[config.mk]
export PLATFORM = sky130hd
export DESIGN_NAME = pc_fetch_unit
export DESIGN_NICKNAME = d
export VERILOG_FILES = /design/src/rtl/pc_fetch_unit.sv
export SDC_FILE = /design/constraint.sdc
export NUM_CORES = 1
export LEC_CHECK = 0
export CAP_MARGIN = 20
export CORE_AREA = 5 5 137 238
export CTS_CLUSTER_DIAMETER = 150
export DETAILED_ROUTE_END_ITERATION = 10
export DIE_AREA = 0 0 142 243
export GPL_ROUTABILITY_DRIVEN = 0
export PLACE_DENSITY_LB_ADDON = 0.2
export SETUP_SLACK_MARGIN = 0.2
export SLEW_MARGIN = 10
export SYNTH_ARGS = -nofsm -noshare
export SYNTH_HDL_FRONTEND = slang
export SYNTH_SLANG_ARGS = --single-unit
export TNS_END_PERCENT = 50
[constraint.sdc]
create_clock -name clk -period 3.8 [get_ports clk]
set_input_delay 0.57 -clock clk [delete_from_list [all_inputs] [get_ports clk]]
set_output_delay 0.57 -clock clk [all_outputs]
set_load 0.1 [all_outputs]
[src/rtl/pc_fetch_unit.sv]
// Program counter and instruction fetch over a req/ack memory handshake.
// Optional PC_FETCH_STATS_EN adds accept and redirect counters.
`timescale 1ns/100ps
module pc_fetch_unit #(
    parameter logic [31:0] RESET_PC       = 32'h0000_0000,
    parameter int unsigned TIMEOUT_CYCLES = 16
) (
    input  logic        clk,
    input  logic        rst_n,
    output logic        imem_req,
    output logic [31:0] imem_addr,
    input  logic        imem_ack,
    input  logic [31:0] imem_rdata,
    output logic        instr_valid,
    input  logic        instr_ready,
    output logic [31:0] instr,
    output logic [31:0] pc,
    output logic [31:0] pc_plus4,
    input  logic        br_taken,
    input  logic [15:0] br_offset,
    input  logic        jmp,
    input  logic [25:0] jmp_index,
    input  logic        jr,
    input  logic [31:0] jr_addr,
`ifdef PC_FETCH_STATS_EN
    output logic [31:0] stat_fetches,
    output logic [31:0] stat_redirects,
`endif
    output logic        fetch_err
);

    localparam logic [2:0] S_IDLE = 3'd0;
    localparam logic [2:0] S_REQ  = 3'd1;
    localparam logic [2:0] S_WAIT = 3'd2;
    localparam logic [2:0] S_HOLD = 3'd3;
    localparam logic [2:0] S_ERR  = 3'd4;

    logic [2:0]  state;
    logic [31:0] tcnt;
    logic [31:0] next_pc;
    logic [31:0] br_tgt;
    logic        accept;
    logic        misalign;
    logic        timeout_hit;

    // Handshake outputs follow state so reset drops imem_req immediately.
    assign imem_req    = (state == S_REQ) || (state == S_WAIT);
    assign imem_addr   = pc;
    assign instr_valid = (state == S_HOLD);
    assign fetch_err   = (state == S_ERR);
    assign pc_plus4    = pc + 32'd4;
    assign accept      = instr_valid & instr_ready;
    assign misalign    = jr & (jr_addr[1:0] != 2'b00);
    assign br_tgt      = pc_plus4 + {{14{br_offset[15]}}, br_offset, 2'b00};
    assign timeout_hit = (TIMEOUT_CYCLES != 0) &&
                         (tcnt == TIMEOUT_CYCLES - 1);

    always_comb begin
        next_pc = pc_plus4;
        priority case (1'b1)
            jr:       next_pc = jr_addr;
            jmp:      next_pc = {pc_plus4[31:28], jmp_index, 2'b00};
            br_taken: next_pc = br_tgt;
            default:  next_pc = pc_plus4;
        endcase
    end

    always_ff @(posedge clk or negedge rst_n) begin
        if (!rst_n) begin
            state <= S_IDLE;
            pc    <= RESET_PC;
            instr <= '0;
            tcnt  <= '0;
        end else begin
            unique case (state)
                S_IDLE: state <= S_REQ;
                S_REQ: begin
                    tcnt <= '0;
                    if (imem_ack) begin
                        instr <= imem_rdata;
                        state <= S_HOLD;
                    end else begin
                        state <= S_WAIT;
                    end
                end
                S_WAIT: begin
                    if (imem_ack) begin
                        instr <= imem_rdata;
                        state <= S_HOLD;
                    end else if (timeout_hit) begin
                        state <= S_ERR;
                    end else begin
                        tcnt <= tcnt + 32'd1;
                    end
                end
                S_HOLD: begin
                    if (accept) begin
                        if (misalign) begin
                            state <= S_ERR;
                        end else begin
                            pc    <= next_pc;
                            state <= S_REQ;
                        end
                    end
                end
                S_ERR:   state <= S_ERR;
                default: state <= S_ERR;
            endcase
        end
    end

`ifdef PC_FETCH_STATS_EN
    always_ff @(posedge clk or negedge rst_n) begin
        if (!rst_n) begin
            stat_fetches   <= '0;
            stat_redirects <= '0;
        end else if (accept) begin
            stat_fetches <= stat_fetches + 32'd1;
            if (next_pc != pc_plus4) begin
                stat_redirects <= stat_redirects + 32'd1;
            end
        end
    end
`endif

endmodule

==> results.yml <==
status:
  status: "finished clean"
finish:
  stdcell_area_sq_um: 11600
  final_cells: 1500
  areaGrowthSynthToFinish_pct: 55.3
  fill_cells: 3145
  drive_above_1_share: 0.217
  final_util: 0.383
  nets: 1254
grt:
  grtUsageTotal: 0.181
  grt_overflow_total: 0
  antenna_found_initial: 2
  grt_max_degree: 58
  grt_pass1_vias: 7934
  grt_first_pass_wirelength_microns: 47400
routing:
  ant_nets: 0
  drc: 0
  drt_pass1_iterations: 4
  drtIter0Drc: 218
  num_vias: 7462
  avgViaCountPerCell: 4.97
  wl_per_cell_microns: 20.9
  wirelength_microns: 31400
timing:
  setup_tns_ns: 0
  grt_setup_unrepaired: "yes"
  relSlewSlack: 0.296
  tightest_slew_ns: 1.05
  clock_skew_ns: 0.00835
  min_period_over_period: 0.944
  report.final.slew_viol_count: 0
  fin_crit_ns: 3.59
  hold_viol: 0
  finalSetupViolCount: 0
  max_clock_freq_mhz: 279
  timing.hold.ws_ns: 0.301
clock_tree:
  clock_latency_ns: 0.37
  clk_path_buf_depth: 2
  tritoncts: "done"
  cts_hold_buf: 0
  root_buffer: "clkbuf_16"
  clock-sinks: 99
  clk_pin_slew_ns: 0.08
  htree_levels: 3
  cts_buffers: 9
synthesis:
  synth_top_family_by_area: "simple AND/OR/NAND/NOR gates"
  synth_edf_count: 0
  netlist_top_cells_area: "dfrtp_1, ha_1, nand2_1, xor2_1, a21oi_1"
  synth_compound_area_frac: 0.199
  synth_fp_nets: 1003
  synthMostInstantiatedCell: "dfrtp_1"
  synth_seq_cells: 99
  synth_area_sq_um: 7490
  synth_mux_area_frac: 0.0671
  yosysWarnings: 0
  synth_top_cell_area_share: 0.331
  synthFlopType: "dfrtp_1"
  yosys.area.top_type: "dfrtp_1"
  yosysUniqueCellTypes: 75
  synth.yosys.seq_area_share: 0.331
  synth_xor_area_frac: 0.0688
  synthAdderAreaFrac: 0.0645
  syn_area_per_cell_sq_um: 8.80
  synthTopCellsByCount: "dfrtp_1, nand2_1, nor2_1"
  async_reset_ff_frac: 1.00
  synthCells: 852
  synthSimpleGateAreaFrac: 0.210
floorplanning:
  core_area_sq_um: 30400
  die_h_microns: 243
  rows: 85
  fp.dieArea_sq_um: 34500
  boundaryPins: 244
  die_w_microns: 142
  start_util: 0.246
worst_setup_path:
  endpoint_kind: "flip-flop"
  startpoint_type: "flip-flop"
  crit_cells: 15
  cp_slowest_cell: "dfrtp_4"
  path_max_fanout: 4
  regToRegStartpoint: "imem_addr[2]$_DFFE_PN0P_"
  path_cells: "ha_4 -> and4_4 -> nor3b_4 -> buf_12 -> buf_12 -> xor2_4 -> ha_1 -> a21o_1 -> a21o_1 -> a221o_1 -> o21ai_2 -> nand2b_1 -> a311oi_2 -> mux2_4 -> o211ai_1"
  r2r_setup_slack_ns: 0.21
  required_ns: 4.08
  crit_buf_inv: 2
  r2r_end: "imem_addr[31]$_DFFE_PN0P_"
  criticalPathCategory: "reg2reg"
  arrival_ns: 3.87
  cp_top_family: "compound AO/OA/AOI/OAI gates"
  startpoint: "imem_addr[2]$_DFFE_PN0P_"
  cpPeakStageDelay_ns: 0.43
  critPathCapture: "imem_addr[31]$_DFFE_PN0P_"
  r2r_cells: 15
placement:
  portBuffers: 243
  placed_area_sq_um: 11200
  hpwlAfterDp_microns: 25100
  dp_cells: 1478
power:
  power.switching_mw: 6.65
  p_comb_frac: 0.749
  internal_power_mw: 4.27
  clkPwrFrac: 0.092
  p_seq_frac: 0.159
  swShare: 0.609
  power_density_nw_per_um2: 938
  power.leakage_nw: 4.86
  ir_drop_mv: 0.724
flow_run:
  maxCapViolations: 0
hold_path:
  min-delay-path-class: "in2async"
## registers in the layout, summed over array words and instances (netlist names)
name / count
instr: 32
imem_addr: 32
tcnt: 32
state: 3
## through the flow
stage	setup slack, ns	power (mW)
6_report	0.214	10.9
5_1_grt	0.0535	11.4
4_1_cts	0.120	10.9
3_5_place_dp	0.151	9.90
3_3_place_gp	0.152	9.88
2_1_floorplan	-0.485	7.81
## layout make-up
cell class	count	area [sq um]	area share
multi-input cells	672	5240	0.450
repair buffers	309	3030	0.260
flip-flops and latches	99	2540	0.218
well taps	391	489	0.0420
clock buffers	10	239	0.0205
clock inverters	6	62.6	0.00537
inverters	12	45.0	0.00387
diodes	1	2.50	0.000215
## cells in the final DEF (no fill, tap or decap), drive strengths merged, types with 24 or more instances in the layout
| master | Yosys | layout |
|---|---|---|
| buf | 42 | 100 |
| clkdlybuf4s50 | 0 | 209 |
| xor2 | 32 | 32 |
| a21oi | 53 | 53 |
| nand3 | 51 | 51 |
| nand2 | 78 | 78 |
| xnor2 | 26 | 26 |
| ha | 37 | 37 |
| and3 | 24 | 24 |
| dfrtp | 99 | 99 |
| mux2 | 34 | 34 |
| o21ai | 56 | 56 |
| nor2 | 68 | 68 |
## power groups by stage
stage,Clock (mW),Combinational (mW),Sequential (mW)
final,0.999,8.18,1.74
after global routing,1.08,8.51,1.80
after detailed placement,0,8.13,1.76
after CTS,1.04,8.16,1.75
after global placement,0,8.13,1.75
after floorplan,0,3.91,3.90
## worst reg2reg max path, delay by kind of cell, from the launching register on
family	cells	cell delay [ns]
flops	1	0.43
xor+xnor	1	0.18
compound gates	6	1.31
fa+ha+maj	2	0.42
mux	1	0.33
simple gates	3	0.58
buf+inv	2	0.27
## per-layer routing
metal / share of wire / GRT usage
met4: 0.054 / 0.0941
met3: 0.056 / 0.0479
met2: 0.54 / 0.337
met5: 0.00041 / 0
met1: 0.35 / 0.179
## repair_timing
action                     CTS  global route
pin swaps                    0            13
cloned                       0             0
resized for setup            1            22
setup endpoints to repair    3            13
setup buffers                0             5
## worst min path at each step
stage                          startpoint                       end  cells past startpoint
finish                              rst_n     instr[11]$_DFFE_PN0P_                      1
global route                        rst_n     instr[11]$_DFFE_PN0P_                      1
CTS                                 rst_n     instr[11]$_DFFE_PN0P_                      1
detailed placement  instr[31]$_DFFE_PN0P_     instr[31]$_DFFE_PN0P_                      1
global placement    instr[10]$_DFFE_PN0P_     instr[10]$_DFFE_PN0P_                      1
floorplan                           rst_n  imem_addr[0]$_DFFE_PN0P_                      0
## kinds of logic after synthesis
group,count (synthesis)
flops,99
xor+xnor,58
simple gates,306
fa+ha+maj,38
mux,46
compound gates,224
buf+inv,81
Power figures use the tool's default switching activity.
